## src/rtl/mv_result_drain.sv

```systemverilog
// mv_result_drain: kicks the matrix-vector multiplier through a start/done status-word handshake,
// then streams length_M y-words out of BRAM. Define MVD_TIMEOUT_EN to add the START/CLEAR watchdog.
module mv_result_drain #(
  parameter int addr_y_size    = 12,
  parameter int length_M       = 128,
  parameter int TIMEOUT_CYCLES = 65536
) (
  input  logic                   clk,
  input  logic                   reset,
  input  logic                   start,
  output logic                   busy,
  output logic                   job_done,
  output logic                   err,
  output logic [31:0]            ps_control,
  input  logic [31:0]            pl_status,
  output logic [addr_y_size-1:0] bram_addr_y,
  input  logic [31:0]            bram_rddata_y,
  output logic [31:0]            bram_wrdata_y,
  output logic [3:0]             bram_we_y,
  output logic                   bram_sel,
  output logic [31:0]            m_data,
  output logic                   m_valid,
  input  logic                   m_ready,
  output logic                   m_last
);

  // state | meaning
  // IDLE  | waiting for start
  // START | ps_control[0] high until the multiplier reports done
  // CLEAR | start dropped, waiting for done to clear
  // DRAIN | reading y words from BRAM into the result stream
  // DONE  | one-cycle job_done pulse
  typedef enum logic [2:0] {IDLE, START, CLEAR, DRAIN, DONE} state_t;

  localparam int            IW   = $clog2(length_M + 1);
  localparam logic [IW-1:0] LEN  = IW'(length_M);
  localparam logic [IW-1:0] LAST = IW'(length_M - 1);

  state_t        state_q, state_d;
  logic [IW-1:0] rd_idx_q, rd_idx_d;
  logic [IW-1:0] out_idx_q, out_idx_d;
  logic          inflight_q, inflight_d;
  logic [1:0]    count_q, count_d;
  logic          wr_ptr_q, wr_ptr_d;
  logic          rd_ptr_q, rd_ptr_d;
  logic [31:0]   fifo_mem_q [2];
  logic [31:0]   fifo_mem_d [2];
  logic          issue;
  logic          push;
  logic          pop;
  logic          unused_status;

`ifdef MVD_TIMEOUT_EN
  localparam int            TW       = $clog2(TIMEOUT_CYCLES + 1);
  localparam logic [TW-1:0] TMR_LOAD = TW'(TIMEOUT_CYCLES - 1);

  logic [TW-1:0] tmr_q, tmr_d;
  logic          err_q, err_d;
`else
  localparam int unused_timeout = TIMEOUT_CYCLES;
`endif

  always_comb begin
    state_d    = state_q;
    rd_idx_d   = rd_idx_q;
    out_idx_d  = out_idx_q;
    inflight_d = 1'b0;
    count_d    = count_q;
    wr_ptr_d   = wr_ptr_q;
    rd_ptr_d   = rd_ptr_q;
    fifo_mem_d = fifo_mem_q;
    issue      = 1'b0;
    push       = inflight_q;
    pop        = m_valid & m_ready;
`ifdef MVD_TIMEOUT_EN
    tmr_d      = tmr_q;
    err_d      = err_q;
`endif

    case (state_q)
      IDLE: begin
        if (start) begin
          state_d = START;
`ifdef MVD_TIMEOUT_EN
          tmr_d   = TMR_LOAD;
          err_d   = 1'b0;
`endif
        end
      end
      START: if (pl_status[0]) state_d = CLEAR;
      CLEAR: if (!pl_status[0]) state_d = DRAIN;
      DRAIN: begin
        // Buffered plus in-flight never exceeds two, so a returning read always has a slot.
        issue = (rd_idx_q < LEN) &&
                ((count_q == 2'd0) || ((count_q == 2'd1) && !inflight_q));
        if (pop && m_last) state_d = DONE;
      end
      DONE:    state_d = IDLE;
      default: state_d = IDLE;
    endcase

`ifdef MVD_TIMEOUT_EN
    if (((state_q == START) || (state_q == CLEAR)) && (state_d == state_q)) begin
      if (tmr_q == '0) begin
        state_d = IDLE;
        err_d   = 1'b1;
      end else begin
        tmr_d = tmr_q - TW'(1);
      end
    end
`endif

    if (issue) begin
      rd_idx_d   = rd_idx_q + IW'(1);
      inflight_d = 1'b1;
    end

    if (push) begin
      fifo_mem_d[wr_ptr_q] = bram_rddata_y;
      wr_ptr_d             = ~wr_ptr_q;
    end

    if (pop) begin
      rd_ptr_d  = ~rd_ptr_q;
      out_idx_d = out_idx_q + IW'(1);
    end

    case ({push, pop})
      2'b10:   count_d = count_q + 2'd1;
      2'b01:   count_d = count_q - 2'd1;
      default: count_d = count_q;
    endcase

    if (state_q != DRAIN) begin
      rd_idx_d   = '0;
      out_idx_d  = '0;
      inflight_d = 1'b0;
      count_d    = 2'd0;
      wr_ptr_d   = 1'b0;
      rd_ptr_d   = 1'b0;
    end
  end

  always_ff @(posedge clk) begin
    if (!reset) begin
      state_q    <= IDLE;
      rd_idx_q   <= '0;
      out_idx_q  <= '0;
      inflight_q <= 1'b0;
      count_q    <= 2'd0;
      wr_ptr_q   <= 1'b0;
      rd_ptr_q   <= 1'b0;
      fifo_mem_q <= '{default: '0};
`ifdef MVD_TIMEOUT_EN
      tmr_q      <= '0;
      err_q      <= 1'b0;
`endif
    end else begin
      state_q    <= state_d;
      rd_idx_q   <= rd_idx_d;
      out_idx_q  <= out_idx_d;
      inflight_q <= inflight_d;
      count_q    <= count_d;
      wr_ptr_q   <= wr_ptr_d;
      rd_ptr_q   <= rd_ptr_d;
      fifo_mem_q <= fifo_mem_d;
`ifdef MVD_TIMEOUT_EN
      tmr_q      <= tmr_d;
      err_q      <= err_d;
`endif
    end
  end

`ifdef MVD_TIMEOUT_EN
  assign err = err_q;
`else
  assign err = 1'b0;
`endif

  assign busy          = (state_q != IDLE);
  assign job_done      = (state_q == DONE);
  assign ps_control    = {31'd0, (state_q == START)};
  assign bram_sel      = (state_q == DRAIN) || (state_q == DONE);
  assign bram_addr_y   = (state_q == DRAIN) ? addr_y_size'({rd_idx_q, 2'b00}) : '0;
  assign bram_wrdata_y = 32'd0;
  assign bram_we_y     = 4'd0;
  assign m_valid       = (count_q != 2'd0);
  assign m_data        = m_valid ? fifo_mem_q[rd_ptr_q] : 32'd0;
  assign m_last        = m_valid && (out_idx_q == LAST);
  assign unused_status = ^pl_status[31:1];

endmodule
```

## config.mk

```make
export PLATFORM = sky130hd
export DESIGN_NAME = mv_result_drain
export DESIGN_NICKNAME = d
export VERILOG_FILES = /design/src/rtl/mv_result_drain.sv
export SDC_FILE = /design/constraint.sdc
export NUM_CORES = 1
export LEC_CHECK = 0
export BUFFER_PORTS_ARGS = -buffer_cell sky130_fd_sc_hd__buf_2
export CORE_ASPECT_RATIO = 1.2
export CORE_MARGIN = 4
export CORE_UTILIZATION = 40
export DETAILED_ROUTE_END_ITERATION = 8
export PLACE_DENSITY = 0.75
export SLEW_MARGIN = 20
export SYNTH_ARGS = -nofsm -noshare
export SYNTH_HDL_FRONTEND = slang
export SYNTH_SLANG_ARGS = --single-unit
```

## constraint.sdc

```tcl
create_clock -name clk -period 2.18 [get_ports clk]
set_input_delay 0 -clock clk [delete_from_list [all_inputs] [get_ports clk]]
set_output_delay 0 -clock clk [all_outputs]
set_load 0.02 [all_outputs]
```

### Word-level counts from Yosys, hierarchy flattened

Index checks and enable logic that the tools add are counted.

* word-level logic and storage cells: 67
* register bits: 88
* bits of input ports: 68
* output and inout bits: 118

* reduce and logical (&&, ||, !) cells: 15
* bitwise logic cells: 6
* eq/ne operators: 13
* mux-type cells: 16
* order comparisons: 4
* $add $sub $neg: 4

Operators by type and width (number)
* $mux 32: 5
* $bwmux 64: 1
* $demux 32 s1: 1
* $add 8x1->8 const B: 2
* $mux 3: 4
* $pmux 3 s4: 1
* $mux 10: 1
* $eq 8x7->1 const B: 1
* $lt 8x8->1 const B: 1
* $eq 3x2->1 const B: 2
* $ne 2x2->1 const B: 3
* $logic_and 1x1->1: 5
* $eq 2x1->1 const B: 2
* $ge 2x2->1 const B: 2
* $not 1->2: 2
* $pmux 2 s2: 1
* $reduce_and 4->1: 1
* $reduce_bool 2->1: 2
* $eq 3x1->1 const B: 1
* $eq 3x3->1 const B: 1
* $logic_not 3->1: 1
* $ne 3x2->1 const B: 1
* $not 1->1: 3
* $reduce_bool 3->1: 1
* 11 further kinds: 13

### Logic depth before layout (Yosys ltp)

Gate-level depths: netlist (run 1).

* word-level depth: 6
* depth in mapped cells: 9
* mapped depth without buffers: 7

### Worst setup path after synthesis (run 1)

OpenSTA, ideal clock, no wires.

* path type: register to register
* start point: register count_q[0]
* end point: register count_q[0]
* buffers on the path: 2
* slack: 0.505 ns
* library setup time: 0.128 ns
* data arrival time: 1.548 ns
* cell stages (with the launch flop): 9
* path through: dfxtp_1 > inv_1 > ha_1 > buf_2 > nor2b_1 > clkbuf_1 > ha_1 > xor2_1 > nor2_1

* cells in the longest elaborated chain, start to end: 4
* elaborated cells between the ends (all ways): 8

Ends and longest elaborated chain
* from (decl): RTL line 43 `logic [1:0] count_q, count_d;`
* from (signal assigned): RTL line 163 `count_q <= count_d;`
* $reduce_bool 2->1 *: RTL line 187 `assign m_valid = (count_q != 2'd0);`
* $and 1x1->1 *: RTL line 74 `pop = m_valid & m_ready;`
* via pop: RTL line 50 `logic pop;`
* $eq 2x1->1 or $eq 2x2->1 (tied branches): RTL line 128 `case ({push, pop})`
* $pmux 2 s2 or $reduce_bool 2->1 (tied branches)

The timed path passes the listed nets; every way through them passes the cells marked *.
A chain may end at the register's enable or synchronous reset.

### Final worst setup path (run 1)

* start point: register rd_ptr_q
* end point: output port m_data[6]

* cells in the longest elaborated chain, start to end: 5

Ends and longest elaborated chain
* from (decl): RTL line 45 `logic rd_ptr_q, rd_ptr_d;`
* from (signal assigned): RTL line 165 `rd_ptr_q <= rd_ptr_d;`
* $not 1->2 (not written as such): RTL line 188 `assign m_data = m_valid ? fifo_mem_q[rd_ptr_q] : 32'd0;`
* $mux 32 (not written as such) (3 in series): RTL line 188
* $mux 32: RTL line 188
* to (decl): RTL line 21 `output logic [31:0] m_data,`

Every way passes these cells. The select of a mux whose other input is x is not followed.

==> results.py, run 1 <==
metrics = {
    "synth": {
        "synth_cells": 565,
        "synth.yosys.seq_area_share_pct": 38.1,
        "area_of_the_mapped_netlist_sq_um": 4630,
        "async_flop_share_pct": 0,
        "synth-edff-count": 0,
        "synth.distinct_cells": 47,
        "yosysWarningCount": 0,
        "ys_dominant_reg_cell": "dfxtp_1",
        "synthesis.area_per_instance_sq_um": 8.19,
        "synth-seq-cells": 88,
    },
    "power": {
        "power.share.combinational_pct": 9.9,
        "switching_share_pct": 24.1,
        "cellPowerDensity_nw_per_um2": 624,
        "total_power_after_layout_uw": 3450,
        "pwr-share-clk_pct": 42.4,
        "p_int_uw": 2620,
        "total_leakage_power_uw": 0.00214,
        "vdd_drop_max_mv": 0.303,
        "seqPwrFrac_pct": 47.7,
        "switchingPower_uw": 831,
    },
    "global_routing": {
        "antenna_violations_before_repair": 0,
        "global_route_wire_length_before_repair_um": 16100,
        "maximum_number_of_pins_on_one_net_before_global_route_repair": 38,
        "grt-ovfl-total": 0,
        "grt_util_all_layers_pct": 14.8,
        "number_of_global_route_vias_before_repair": 3351,
    },
    "cts": {
        "cts.sinks": 88,
        "ctsLongestPathBuffers": 2,
        "root_buffer": "clkbuf_16",
        "cts_tree": "yes",
        "insertion_delay_ns": 0.34,
        "worst_setup_hold_path_clk_slew_ns": 0.06,
        "cts_post_setup_buffers_inserted": 0,
        "tritoncts.num_buffers": 9,
        "cts_max_level": 3,
    },
    "placed_design": {
        "placed_cells": 779,
        "final_gp_congestion": 0.772,
        "port_buffers": 82,
        "hpwl_um": 6610,
    },
    "final_layout": {
        "area_growth_pct": 19.5,
        "diodes": 0,
        "nets": 742,
        "final_layout_size_suffix_gt1_share_pct": 18.0,
        "mostFrequentLayoutCells": "nand2_1 (135), dfxtp_1 (87), buf_2 (82)",
        "layout.filler_cells": 1064,
        "stdcell_count": 828,
        "final_common_cell": "nand2_1",
    },
    "timing": {
        "finalCriticalPeriod_ns": 1.70,
        "setup_tns_ns": 0,
        "fmax_mhz": 589,
        "pins_over_their_slew_limit": 0,
        "timing.final.setup_violations": 0,
        "final-hold-violation-count": 0,
        "final_worst_clock_skew_ns": 0.00683,
        "setup_repair_after_global_routing_missed_its_margin": "no",
        "finalCritPeriodShare_pct": 77.9,
        "slew_headroom_pct": 64.2,
        "tightestPinTransition_ns": 0.537,
        "whs_ns": 0.0381,
    },
    "floorplanning": {
        "io-pin-count": 186,
        "die_width_um": 106,
        "die_h_um": 126,
        "floorplan_core_area_sq_um": 11200,
        "placementRows": 42,
        "fp.dieArea_sq_um": 13400,
        "start_util_pct": 41.3,
    },
    "routing": {
        "drt_first_iter_violations": 131,
        "wl_um": 9990,
        "remaining_drc_errors": 0,
        "post_drt_wl_per_cell_um": 12.1,
        "vias": 3784,
        "remaining_number_of_nets_flagged_by_the_antenna_check_after_routing": 0,
        "vias_per_cell": 4.57,
        "detail_route.first_pass.iterations": 4,
    },
    "setup_path": {
        "worst_r2r_path_depth": 6,
        "critPathRequiredTime_ns": 2.18,
        "setup.worst_path.class": "flop to output pin",
        "arrival_ns": 1.70,
        "crit_path_max_fanout": 21,
        "critical_path.startpoint_type": "flop",
        "regToRegSetupSlack_ns": 0.51,
        "endpoint_kind": "output pin",
    },
    "run": {
        "total_of_max_cap_violations": 0,
    },
    "worst_hold_path": {
        "worst_hold_path.num_cells": 3,
        "hold_path.class": "primary input to flop",
    },
    "outcome": {
        "run_status": "finished clean",
    },
}
==> layer usage <==
layer | vias to the layer above | global-route usage (%) | wire [um]
li1 | 1900 | - | -
met1 | 1746 | 18.1 | 4300
met2 | 120 | 24.9 | 4810
met3 | 18 | 2.87 | 627
met4 | 0 | 6.94 | 241
met5 | - | 0 | 0
==> synth_stat cells, types with 4 or more instances <==
library cell	instances	share of area, %
buf_2	13	1.4
nor2_1	51	4.1
xor2_1	4	0.76
buf_4	72	12
xnor2_1	9	1.7
mux2i_1	34	7.4
and2_1	10	1.4
clkbuf_1	18	1.5
inv_1	6	0.49
a21boi_1	23	3.7
nand3_1	5	0.54
dfxtp_1	88	38
ha_1	5	1.4
a21boi_0	41	6.7
nor3_1	4	0.43
nand2_1	135	11
a21oi_1	6	0.65
==> cell families (layout without fill, tap and decap cells) <==
family | count (synthesis) | count (layout) | share of synthesized area [%]
DFF | 88 | 88 | 38.1
buffers and inverters | 113 | 151 | 15.7
other | 1 | 72 | 0.0811
and+or+nand+nor | 225 | 225 | 20.9
AOI/OAI and AO/OA | 85 | 85 | 13.8
xor gates and xnor gates | 13 | 13 | 2.46
adders and majority gates | 5 | 5 | 1.35
muxes | 35 | 35 | 7.68
==> registers in the layout (all words and copies together) (netlist names) <==
name and cells:
fifo_mem_q 64, rd_idx_q 8, count_q 2, inflight_q 1, out_idx_q 8, rd_ptr_q 1, state_q 3, wr_ptr_q 1
==> power by group through the flow <==
stage | registers (uW) | logic (uW) | clock network [uW]
2_1_floorplan | 1670 | 334 | 0
3_3_place_gp | 1680 | 290 | 0
3_5_place_dp | 1680 | 292 | 0
4_1_cts | 1640 | 337 | 1510
5_1_grt | 1640 | 371 | 1560
6_report | 1640 | 341 | 1460
==> final cells by class <==
class / count / area, sq um / area share, %
multi-input cells: 435 / 2410 / 43.6
flip-flops and latches: 88 / 1760 / 31.9
repair buffers: 128 / 851 / 15.4
clock buffers: 14 / 274 / 4.96
well taps: 154 / 193 / 3.49
inverters: 7 / 26.3 / 0.475
clock inverters: 2 / 12.5 / 0.226
==> worst max-delay path, stage by stage (launching register included) <==
cell and delay (ns):
dfxtp_2 0.61, buf_12 0.27, mux2i_1 0.24, nor2_1 0.06, buf_2 0.17
==> per-stage QoR <==
step | util [%] | setup WS, ns | area (sq um)
4_1_cts | 49.4 | 0.457 | 5530
5_1_grt | 49.4 | 0.372 | 5530
6_report | 49.4 | 0.482 | 5530
3_3_place_gp | 43.9 | 0.514 | 4910
2_1_floorplan | - | 0.505 | 4890
3_5_place_dp | 43.9 | 0.484 | 4910
==> path summary, 6_finish.rpt <==
path                  start             end
max reg2reg      count_q[0]      state_q[0]
min reg2reg  fifo_mem_q[55]  fifo_mem_q[55]
min                   start      state_q[0]
max                rd_ptr_q       m_data[6]
==> repair_timing <==
action	in CTS	in global routing
hold endpoints to repair	65	0
gates resized for setup	0	0
endpoints found under the setup margin	0	0
hold buffers	33	0
(Power assumes the default switching activity.)
==> inputs of run 2 (changes only) <==
--- a/config.mk
+++ b/config.mk
@@ -10,7 +10,7 @@
 export CORE_MARGIN = 4
 export CORE_UTILIZATION = 40
 export DETAILED_ROUTE_END_ITERATION = 8
-export PLACE_DENSITY = 0.75
+export PLACE_DENSITY = 0.78
 export SLEW_MARGIN = 20
 export SYNTH_ARGS = -nofsm -noshare
 export SYNTH_HDL_FRONTEND = slang
==> constraint.sdc (replaced) <==
create_clock -name clk -period 1.35 [get_ports clk]
set_input_delay 0 -clock clk [delete_from_list [all_inputs] [get_ports clk]]
set_output_delay 0 -clock clk [all_outputs]
set_load 0.02 [all_outputs]
==> results.py, run 2 (synthesized netlist as in run 1, its figures left out) <==
metrics = {
    "setup_path": {
        "setup.worst_path.class": "flop to output pin",
        "endpoint_kind": "output pin",
        "crit_path_max_fanout": 10,
        "reg2reg_from": "count_q[0]",
        "critPathRequiredTime_ns": 1.35,
        "critical_path.startpoint_type": "flop",
        "arrival_ns": 1.48,
        "worstSetupStartpoint": "count_q[0]",
    },
    "final_layout": {
        "mostFrequentLayoutCells": "nand2_1 (135), dfxtp_1 (82), conb_1 (72)",
        "registers.top_by_ff_count": "fifo_mem_q",
        "final_design_area_no_fill_sq_um": 6520,
        "largest_register_ffs": 64,
        "nets": 767,
        "largest_regs": "fifo_mem_q x64, out_idx_q x8, rd_idx_q x8",
        "diodes": 0,
        "stdcell_count": 853,
        "final_common_cell": "nand2_1",
        "final_layout_size_suffix_gt1_share_pct": 30.0,
        "area_growth_pct": 40.8,
        "layout.filler_cells": 937,
    },
    "routing": {
        "vias": 3945,
        "drt_first_iter_violations": 124,
        "post_drt_wl_per_cell_um": 13.7,
        "remaining_number_of_nets_flagged_by_the_antenna_check_after_routing": 0,
        "remaining_drc_errors": 0,
        "vias_per_cell": 4.62,
        "detail_route.first_pass.iterations": 4,
        "wl_um": 11700,
    },
    "power": {
        "cellPowerDensity_nw_per_um2": 916,
        "total_leakage_power_uw": 0.00240,
        "vdd_drop_max_mv": 0.682,
    },
    "floorplanning": {
        "floorplan_core_area_sq_um": 11200,
        "fp.dieArea_sq_um": 13400,
        "placementRows": 42,
        "io-pin-count": 186,
        "start_util_pct": 41.3,
        "die_h_um": 126,
        "die_width_um": 106,
    },
    "timing": {
        "fmax_mhz": 676,
        "finalCritPeriodShare_pct": 110,
        "pins_over_their_slew_limit": 0,
        "timing.final.setup_violations": 47,
        "finalCriticalPeriod_ns": 1.48,
        "timing.final.ws_setup_ns": -0.130,
        "final_worst_clock_skew_ns": 0.00383,
        "setup_repair_after_global_routing_missed_its_margin": "yes",
        "setup_tns_ns": -3.17,
        "final-hold-violation-count": 0,
    },
    "cts": {
        "insertion_delay_ns": 0.33,
        "cts.sinks": 88,
        "ctsLongestPathBuffers": 2,
        "tritoncts.num_buffers": 9,
        "cts_max_level": 3,
        "root_buffer": "clkbuf_16",
        "cts_tree": "yes",
        "worst_setup_hold_path_clk_slew_ns": 0.06,
    },
    "placed_design": {
        "hpwl_um": 6740,
        "port_buffers": 82,
        "final_gp_congestion": 0.750,
        "placed_area_sq_um": 5140,
        "placed_cells": 794,
        "post-place-ws_ns": -0.0751,
    },
    "worst_hold_path": {
        "hp-start": "start",
        "hold_path.class": "primary input to flop",
    },
    "global_routing": {
        "grt_util_all_layers_pct": 16.4,
        "antenna_violations_before_repair": 0,
        "global_route_wire_length_before_repair_um": 18000,
        "number_of_global_route_vias_before_repair": 3867,
        "grt-ovfl-total": 0,
        "maximum_number_of_pins_on_one_net_before_global_route_repair": 68,
    },
    "run": {
        "total_of_max_cap_violations": 0,
    },
    "outcome": {
        "run_status": "finished, violations left",
        "failed_checks": "negative setup slack",
    },
}
[run 2: cell types whose count changed in the layout (fill, tap and decap cells not counted), sizes merged]
cell	before	now
buf	95	117
clkinvlp	1	2
bufinv	0	2
bufbuf	0	1
clkbuf	14	13
[run 2: worst paths after layout]
path                          to  slack (ns)  cells after the start
setup reg to reg    out_idx_q[6]       -0.12                      6
setup / recovery      m_data[20]       -0.13                      5
hold reg to reg   fifo_mem_q[10]        0.45                      2
hold / removal        state_q[0]        0.07                      3
[run 2: worst max-delay path, cell delays in order (launching register included)]
cell and delay, ns:
dfxtp_2 0.35, inv_2 0.05, ha_4 0.18, bufbuf_16 0.30, nor2_2 0.14, buf_6 0.14
[run 2: cell type report]
type                    instances  area [sq um]  area share [%]
multi-input cells             435          2730            41.9
inverters                       7          33.8           0.519
repair buffers                153          1460            22.4
clock inverters                 5          80.1            1.23
clock buffers                  11           243            3.73
flip-flops and latches         88          1770            27.2
well taps                     154           193            2.96
[run 2: timing repair]
action                                 in CTS  in global routing
setup endpoints to repair                  50                 75
endpoints found under the hold margin      65                  0
buffers inserted                            4                  2
pin swaps                                  11                  8
gates resized for setup                    79                 89
gates cloned                                2                  2
hold buffers                               33                  0
[run 2: per-stage QoR]
step | power, uW | utilization (%) | hold WS [ns]
2_1_floorplan | 3240 | - | 0.135
3_3_place_gp | 3200 | 45.9 | 0.252
3_5_place_dp | 3210 | 45.9 | 0.257
4_1_cts | 5970 | 54.8 | 0.0222
5_1_grt | 6180 | 58.2 | 0.0703
6_report | 5970 | 58.2 | 0.0672
[run 2: report_power, final]
part           internal, uW  switching, uW  leakage [uW]  total (uW)
combinational           283            392       0.00154         675
sequential             2620           20.6      0.000713        2640
clock                  1670            980      0.000152        2650
[run 2: routing by layer]
layer,global-route usage (%),share of wire [%]
met5,0,0
met4,6.10,1.9
met3,3.89,6.4
met2,30.0,51
met1,18.4,40
